--- src/rtl/fetch_stage_pkg.sv ---
// Shared constants and state encodings for the instruction-fetch stage.
package fetch_stage_pkg;

    localparam int          XLEN_DEFAULT = 32;
    localparam logic [31:0] NOP_INSN     = 32'h0000_0013;

    typedef enum logic {
        ST_IDLE = 1'b0,
        ST_WAIT = 1'b1
    } fetch_state_e;

endpackage

--- src/rtl/fetch_stage_if.sv ---
// Signals between the fetch stage, the state machine, instruction memory and decode.
interface fetch_stage_if #(
    parameter int XLEN = 32
);
    logic            phase_fetch;
    logic            phase_writeback;
    logic            jump_en;
    logic [XLEN-1:0] jump_addr;
    logic            imem_req;
    logic [XLEN-1:0] imem_addr;
    logic            imem_ack;
    logic [31:0]     imem_rdata;
    logic            stall_fetch;
    logic [31:0]     inst;
    logic [XLEN-1:0] pc;
    logic [XLEN-1:0] pc_plus4;
    logic            fetch_fault;

    modport master (
        input  phase_fetch, phase_writeback, jump_en, jump_addr, imem_ack, imem_rdata,
        output imem_req, imem_addr, stall_fetch, inst, pc, pc_plus4, fetch_fault
    );

    modport slave (
        output phase_fetch, phase_writeback, jump_en, jump_addr, imem_ack, imem_rdata,
        input  imem_req, imem_addr, stall_fetch, inst, pc, pc_plus4, fetch_fault
    );
endinterface

--- src/rtl/fetch_stage.sv ---
// Instruction fetch: owns the PC, handshakes with instruction memory and holds
// the fetched word; a watchdog turns a hung memory into a NOP plus a sticky fault.
module fetch_stage
    import fetch_stage_pkg::*;
#(
    parameter int              XLEN         = XLEN_DEFAULT,
    parameter logic [XLEN-1:0] RESET_VECTOR = '0,
    parameter int              TIMEOUT      = 16
) (
    input logic         clk,
    input logic         rst,
    fetch_stage_if.master bus
);

    localparam int CNT_W = (TIMEOUT > 1) ? $clog2(TIMEOUT) : 1;
    localparam logic [CNT_W-1:0] CNT_LAST  = CNT_W'((TIMEOUT > 0) ? TIMEOUT - 1 : 0);
    // The request cycle spent in IDLE already counts toward the limit.
    localparam logic [CNT_W-1:0] CNT_START = CNT_W'((TIMEOUT > 1) ? 1 : 0);

    fetch_state_e    state_q, state_d;
    logic [CNT_W-1:0] cnt_q, cnt_d;
    logic [31:0]     inst_q, inst_d;
    logic [XLEN-1:0] pc_q, pc_d;
    logic            fault_q, fault_d;

    logic            req;
    logic            timeout_hit;
    logic            fetch_only;

    // Simultaneous FETCH and WRITEBACK is illegal; the request is suppressed.
    assign fetch_only  = bus.phase_fetch & ~bus.phase_writeback;
    assign req         = ~rst & ((state_q == ST_WAIT) | fetch_only);
    assign timeout_hit = (TIMEOUT != 0) & (state_q == ST_WAIT) &
                         (cnt_q == CNT_LAST) & ~bus.imem_ack;

    assign bus.imem_req    = req;
    assign bus.imem_addr   = pc_q;
    assign bus.stall_fetch = ~rst & fetch_only & ~bus.imem_ack & ~timeout_hit;
    assign bus.inst        = inst_q;
    assign bus.pc          = pc_q;
    assign bus.pc_plus4    = pc_q + XLEN'(4);
    assign bus.fetch_fault = fault_q;

    always_comb begin
        state_d = state_q;
        cnt_d   = cnt_q;
        inst_d  = inst_q;
        pc_d    = pc_q;
        fault_d = fault_q;

        case (state_q)
            ST_IDLE: begin
                if (req && bus.imem_ack) begin
                    inst_d = bus.imem_rdata;
                end else if (req) begin
                    state_d = ST_WAIT;
                    cnt_d   = CNT_START;
                end
            end
            ST_WAIT: begin
                if (bus.imem_ack) begin
                    inst_d  = bus.imem_rdata;
                    state_d = ST_IDLE;
                end else if (timeout_hit) begin
                    inst_d  = NOP_INSN;
                    fault_d = 1'b1;
                    state_d = ST_IDLE;
                end else begin
                    cnt_d = cnt_q + CNT_W'(1);
                end
            end
            default: state_d = ST_IDLE;
        endcase

        if (bus.phase_writeback) begin
            if (bus.jump_en) begin
                pc_d = {bus.jump_addr[XLEN-1:2], 2'b00};
                if (bus.jump_addr[1:0] != 2'b00) begin
                    fault_d = 1'b1;
                end
            end else begin
                pc_d = pc_q + XLEN'(4);
            end
        end
    end

    always_ff @(posedge clk) begin
        if (rst) begin
            state_q <= ST_IDLE;
            cnt_q   <= '0;
            inst_q  <= NOP_INSN;
            pc_q    <= RESET_VECTOR;
            fault_q <= 1'b0;
        end else begin
            state_q <= state_d;
            cnt_q   <= cnt_d;
            inst_q  <= inst_d;
            pc_q    <= pc_d;
            fault_q <= fault_d;
        end
    end

endmodule

--- src/flat_wrapper.sv ---
// flat-port wrapper written by rule: the top's interface ports become plain ports
module fetch_stage_flat import fetch_stage_pkg::*;
#(
    parameter int              XLEN         = XLEN_DEFAULT,
    parameter logic [XLEN-1:0] RESET_VECTOR = '0,
    parameter int              TIMEOUT      = 16
)
  (clk, rst, bus_phase_fetch, bus_phase_writeback, bus_jump_en, bus_jump_addr, bus_imem_ack, bus_imem_rdata, bus_imem_req, bus_imem_addr, bus_stall_fetch, bus_inst, bus_pc, bus_pc_plus4, bus_fetch_fault);
  fetch_stage_if #(.XLEN(XLEN)) bus_i ();
  input logic clk;
  input logic rst;
  input wire logic [$bits(bus_i.phase_fetch)-1:0] bus_phase_fetch;
  input wire logic [$bits(bus_i.phase_writeback)-1:0] bus_phase_writeback;
  input wire logic [$bits(bus_i.jump_en)-1:0] bus_jump_en;
  input wire logic [$bits(bus_i.jump_addr)-1:0] bus_jump_addr;
  input wire logic [$bits(bus_i.imem_ack)-1:0] bus_imem_ack;
  input wire logic [$bits(bus_i.imem_rdata)-1:0] bus_imem_rdata;
  output wire logic [$bits(bus_i.imem_req)-1:0] bus_imem_req;
  output wire logic [$bits(bus_i.imem_addr)-1:0] bus_imem_addr;
  output wire logic [$bits(bus_i.stall_fetch)-1:0] bus_stall_fetch;
  output wire logic [$bits(bus_i.inst)-1:0] bus_inst;
  output wire logic [$bits(bus_i.pc)-1:0] bus_pc;
  output wire logic [$bits(bus_i.pc_plus4)-1:0] bus_pc_plus4;
  output wire logic [$bits(bus_i.fetch_fault)-1:0] bus_fetch_fault;
  assign bus_i.phase_fetch = bus_phase_fetch;
  assign bus_i.phase_writeback = bus_phase_writeback;
  assign bus_i.jump_en = bus_jump_en;
  assign bus_i.jump_addr = bus_jump_addr;
  assign bus_i.imem_ack = bus_imem_ack;
  assign bus_i.imem_rdata = bus_imem_rdata;
  assign bus_imem_req = bus_i.imem_req;
  assign bus_imem_addr = bus_i.imem_addr;
  assign bus_stall_fetch = bus_i.stall_fetch;
  assign bus_inst = bus_i.inst;
  assign bus_pc = bus_i.pc;
  assign bus_pc_plus4 = bus_i.pc_plus4;
  assign bus_fetch_fault = bus_i.fetch_fault;
  fetch_stage #(.XLEN(XLEN), .RESET_VECTOR(RESET_VECTOR), .TIMEOUT(TIMEOUT)) u_core (.clk(clk), .rst(rst), .bus(bus_i));
endmodule
--- config.mk ---
export PLATFORM = sky130hd
export DESIGN_NAME = fetch_stage_flat
export DESIGN_NICKNAME = d
export VERILOG_FILES = /design/src/rtl/fetch_stage_pkg.sv /design/src/rtl/fetch_stage_if.sv /design/src/rtl/fetch_stage.sv /design/src/flat_wrapper.sv
export SDC_FILE = /design/constraint.sdc
export NUM_CORES = 1
export LEC_CHECK = 0
export CELL_PAD_IN_SITES_DETAIL_PLACEMENT = 1
export CELL_PAD_IN_SITES_GLOBAL_PLACEMENT = 2
export CORE_ASPECT_RATIO = 0.75
export CORE_MARGIN = 3
export CORE_UTILIZATION = 37
export DETAILED_ROUTE_END_ITERATION = 10
export DONT_BUFFER_PORTS = 1
export PLACE_DENSITY = 0.85
export SLEW_MARGIN = 30
export SYNTH_ARGS = -nofsm -noshare
export SYNTH_HDL_FRONTEND = slang
export SYNTH_SLANG_ARGS = --single-unit
--- constraint.sdc ---
create_clock -name clk -period 4 [get_ports clk]
set_input_delay 1 -clock clk [delete_from_list [all_inputs] [get_ports clk]]
set_output_delay 1 -clock clk [all_outputs]
set_load 0.01 [all_outputs]
==> results by group <==
Power
  • Pwr/cell area: 421 nW/µm²
  • VDD IR max: 0.000183 V
  • Leak: 1.54 nW

CTS
  • Post-CTS Resized: 0
  • Clk_lat worst skew: 320 ps
  • CTS tree: built
  • H-tree Lvls: 3
  • Clock root cell: clkbuf_16
  • Clk slew on worst S/H paths: 60 ps
  • Hold buffer count at CTS: 0
  • CTS buffer count: 9
  • Total setup buffers inserted after CTS: 0
  • Bufs on Longest Clock Path: 2
  • Clock sink count: 68

Timing
  • Tcrit/Tclk final: 92.8%
  • Max Slew Vio Count: 0
  • Max Clk Rate: 270 MHz
  • RSZ-0062 raised after global routing: no
  • Post-layout min period: 3710 ps
  • Setup Viol. Count Final: 0
  • Worst slew margin: 40.8%
  • Clock Skews: 7.12 ps
  • Worst Max-Slew Pin Slew: 888 ps
  • Hold Violations, Final: 0
  • Fin Setup TNS: 0 ps

Global route
  • Vias in the first global route: 3836
  • Largest net degree at the start of global routing: 75
  • Grt ovf: 0
  • Initial antenna violation count: 0
  • Overall Global Routing Usage: 20.4%
  • First-pass GRT wire length: 21.4 mm

Worst setup path
  • Crit path DAT: 2710 ps
  • Crit end category: output pin
  • CP Max Fanout: 12
  • Critical path startpoint category: register
  • Critical path class: register to output pin
  • WP data required: 3000 ps

Floorplanning
  • # rows: 33
  • Initial Util: 38.7%
  • Core area: 11200 µm²
  • Die Height: 99.7 µm
  • Num ports: 201
  • Die width: 131 µm
  • Die ar.: 13000 µm²

Cells and area
  • Antenna diodes: 0
  • Fin util: 40.1%
  • Register area: 1360 µm²
  • Layout fillers: 1338
  • Area grow syn2layout: 3.56%
  • Commonest non-fill, non-tap cell in the layout: dfxtp_1
  • Final nets: 552
  • Most frequent cells in the layout: 68 x dfxtp_1, 63 x nand2_1, 45 x a21oi_1, 32 x o211ai_1, 23 x nor2_1
  • Layout Cells excl Fill: 642
  • Share of layout cells above drive strength 1: 8.45%
  • Final instance area: 4480 µm²
  • Multi-input gate area: 2430 µm²

Detailed routing
  • DR WL/cell: 21.0 µm
  • DRT iter0 DRCs: 255
  • DRC Markers: 0
  • Via count of the routed design: 3899
  • Total Wirelength: 13.5 mm
  • Drt pass-1 iters: 5
  • ANT nets after route: 0
  • Drt via density: 6.07

Synth
  • Yosys top cell by area: dfxtp_1
  • Yosys reg bits: 68
  • Largest cells by area after synthesis: dfxtp_1 31%, buf_4 6.8%, o211ai_1 5.6%
  • Synth Flop Type: dfxtp_1
  • Mapped Cells: 543
  • Sequential share of the synthesized area: 31.5%
  • Syn Std Cell Area: 4330 µm²
  • Synth cell types: 70
  • Ys Warns: 0
  • Syn avg cell area: 7.97 µm²
  • Post-synth top area share: 31.5%
  • Post-synthesis async set-or-reset flop share: 0%
  • Number of synthesized flops with an enable pin: 0

Place
  • DPL Wire Length: 9.50 mm
  • Port Buffers: 0
  • Post-DP Area: 4120 µm²
  • Placed cell count: 626
  • Final Wtd Congestion: 0.784

Run
  • Max cap viols: 0

Hold path
  • Worst Hold Class: register to register

Status
  • Status: completed
registers in the layout (all words and copies together), names as in the netlist:
| name | cells |
|---|---|
| u_core.cnt_q | 4 |
| u_core.bus.imem_addr | 30 |
| u_core.state_q | 1 |
| u_core.bus.fetch_fault | 1 |
| u_core.bus.inst | 32 |
final timing paths:
path | startpoint | end | slack (ps) | depth (start not counted)
hold / removal | u_core.bus.inst[18]$_SDFFE_PP0P_ | u_core.bus.inst[18]$_SDFFE_PP0P_ | 490 | 2
hold reg to reg | u_core.bus.inst[18]$_SDFFE_PP0P_ | u_core.bus.inst[18]$_SDFFE_PP0P_ | 490 | 2
setup / recovery | u_core.bus.imem_addr[2]$_SDFFE_PP0P_ | bus_pc_plus4[26] | 290 | 5
setup reg to reg | u_core.bus.imem_addr[2]$_SDFFE_PP0P_ | u_core.bus.imem_addr[28]$_SDFFE_PP0P_ | 1400 | 6
critical path, stage by stage (launching register included):
cell	delay, ps
dfxtp_1	610
ha_1	400
nand4_1	210
nor4_4	610
and3_1	290
xor2_1	270
kinds of logic after synthesis:
group                      share of synthesized area, %
DFF                                                31.5
muxes                                              2.11
xor gates and xnor gates                           5.87
buffers and inverters                              12.9
other                                            0.0866
AOI/OAI and AO/OA                                  24.2
adders and majority gates                         0.578
and+or+nand+nor                                    22.8
report_power, final:
group	internal [mW]	leakage (nW)	switching (mW)
clock network	0.646	0.172	0.314
registers	0.706	0.554	0.0675
logic	0.0616	0.809	0.0905
total	1.41	1.54	0.472
metrics by stage:
step	power (mW)	hold WS (ps)	setup WS, ps
3_5_place_dp	0.942	487	636
2_1_floorplan	0.950	466	979
6_report	1.88	493	290
3_3_place_gp	0.935	482	695
5_1_grt	1.97	510	44.9
4_1_cts	1.91	496	265
cell type report:
type / count / area share (%)
clock inverters: 5 / 2.37
flip-flops and latches: 68 / 30.4
inverters: 15 / 1.26
multi-input cells: 376 / 54.3
well taps: 157 / 4.38
clock buffers: 11 / 5.64
repair buffers: 10 / 1.68
cell usage after synthesis (all sizes together) (3+ instances only):
master	n
a311o	4
nand4	16
inv	14
o41ai	3
o221ai	3
xnor2	22
xor2	7
a211oi	3
nand3	15
a32o	5
nor4	9
nor3	12
nor3b	4
clkbuf	36
nand2b	9
mux2i	8
and3	11
a211o	3
and2	4
o31ai	4
nor2	24
a222oi	4
nor4b	3
nor2b	3
a31oi	4
a22oi	8
a21oi	45
dfxtp	68
o21ai	10
buf	53
nand2	63
o211ai	32
routing by layer:
layer / up-vias / global-route usage (%) / share of wire [%]
met1: 1910 / 29.1 / 45
met2: 162 / 30.8 / 46
met4: 0 / 3.95 / 0.65
li1: 1820 / - / -
met5: - / 0 / 0
met3: 7 / 5.74 / 8.9
No activity file was read; power rests on OpenSTA's default activity.
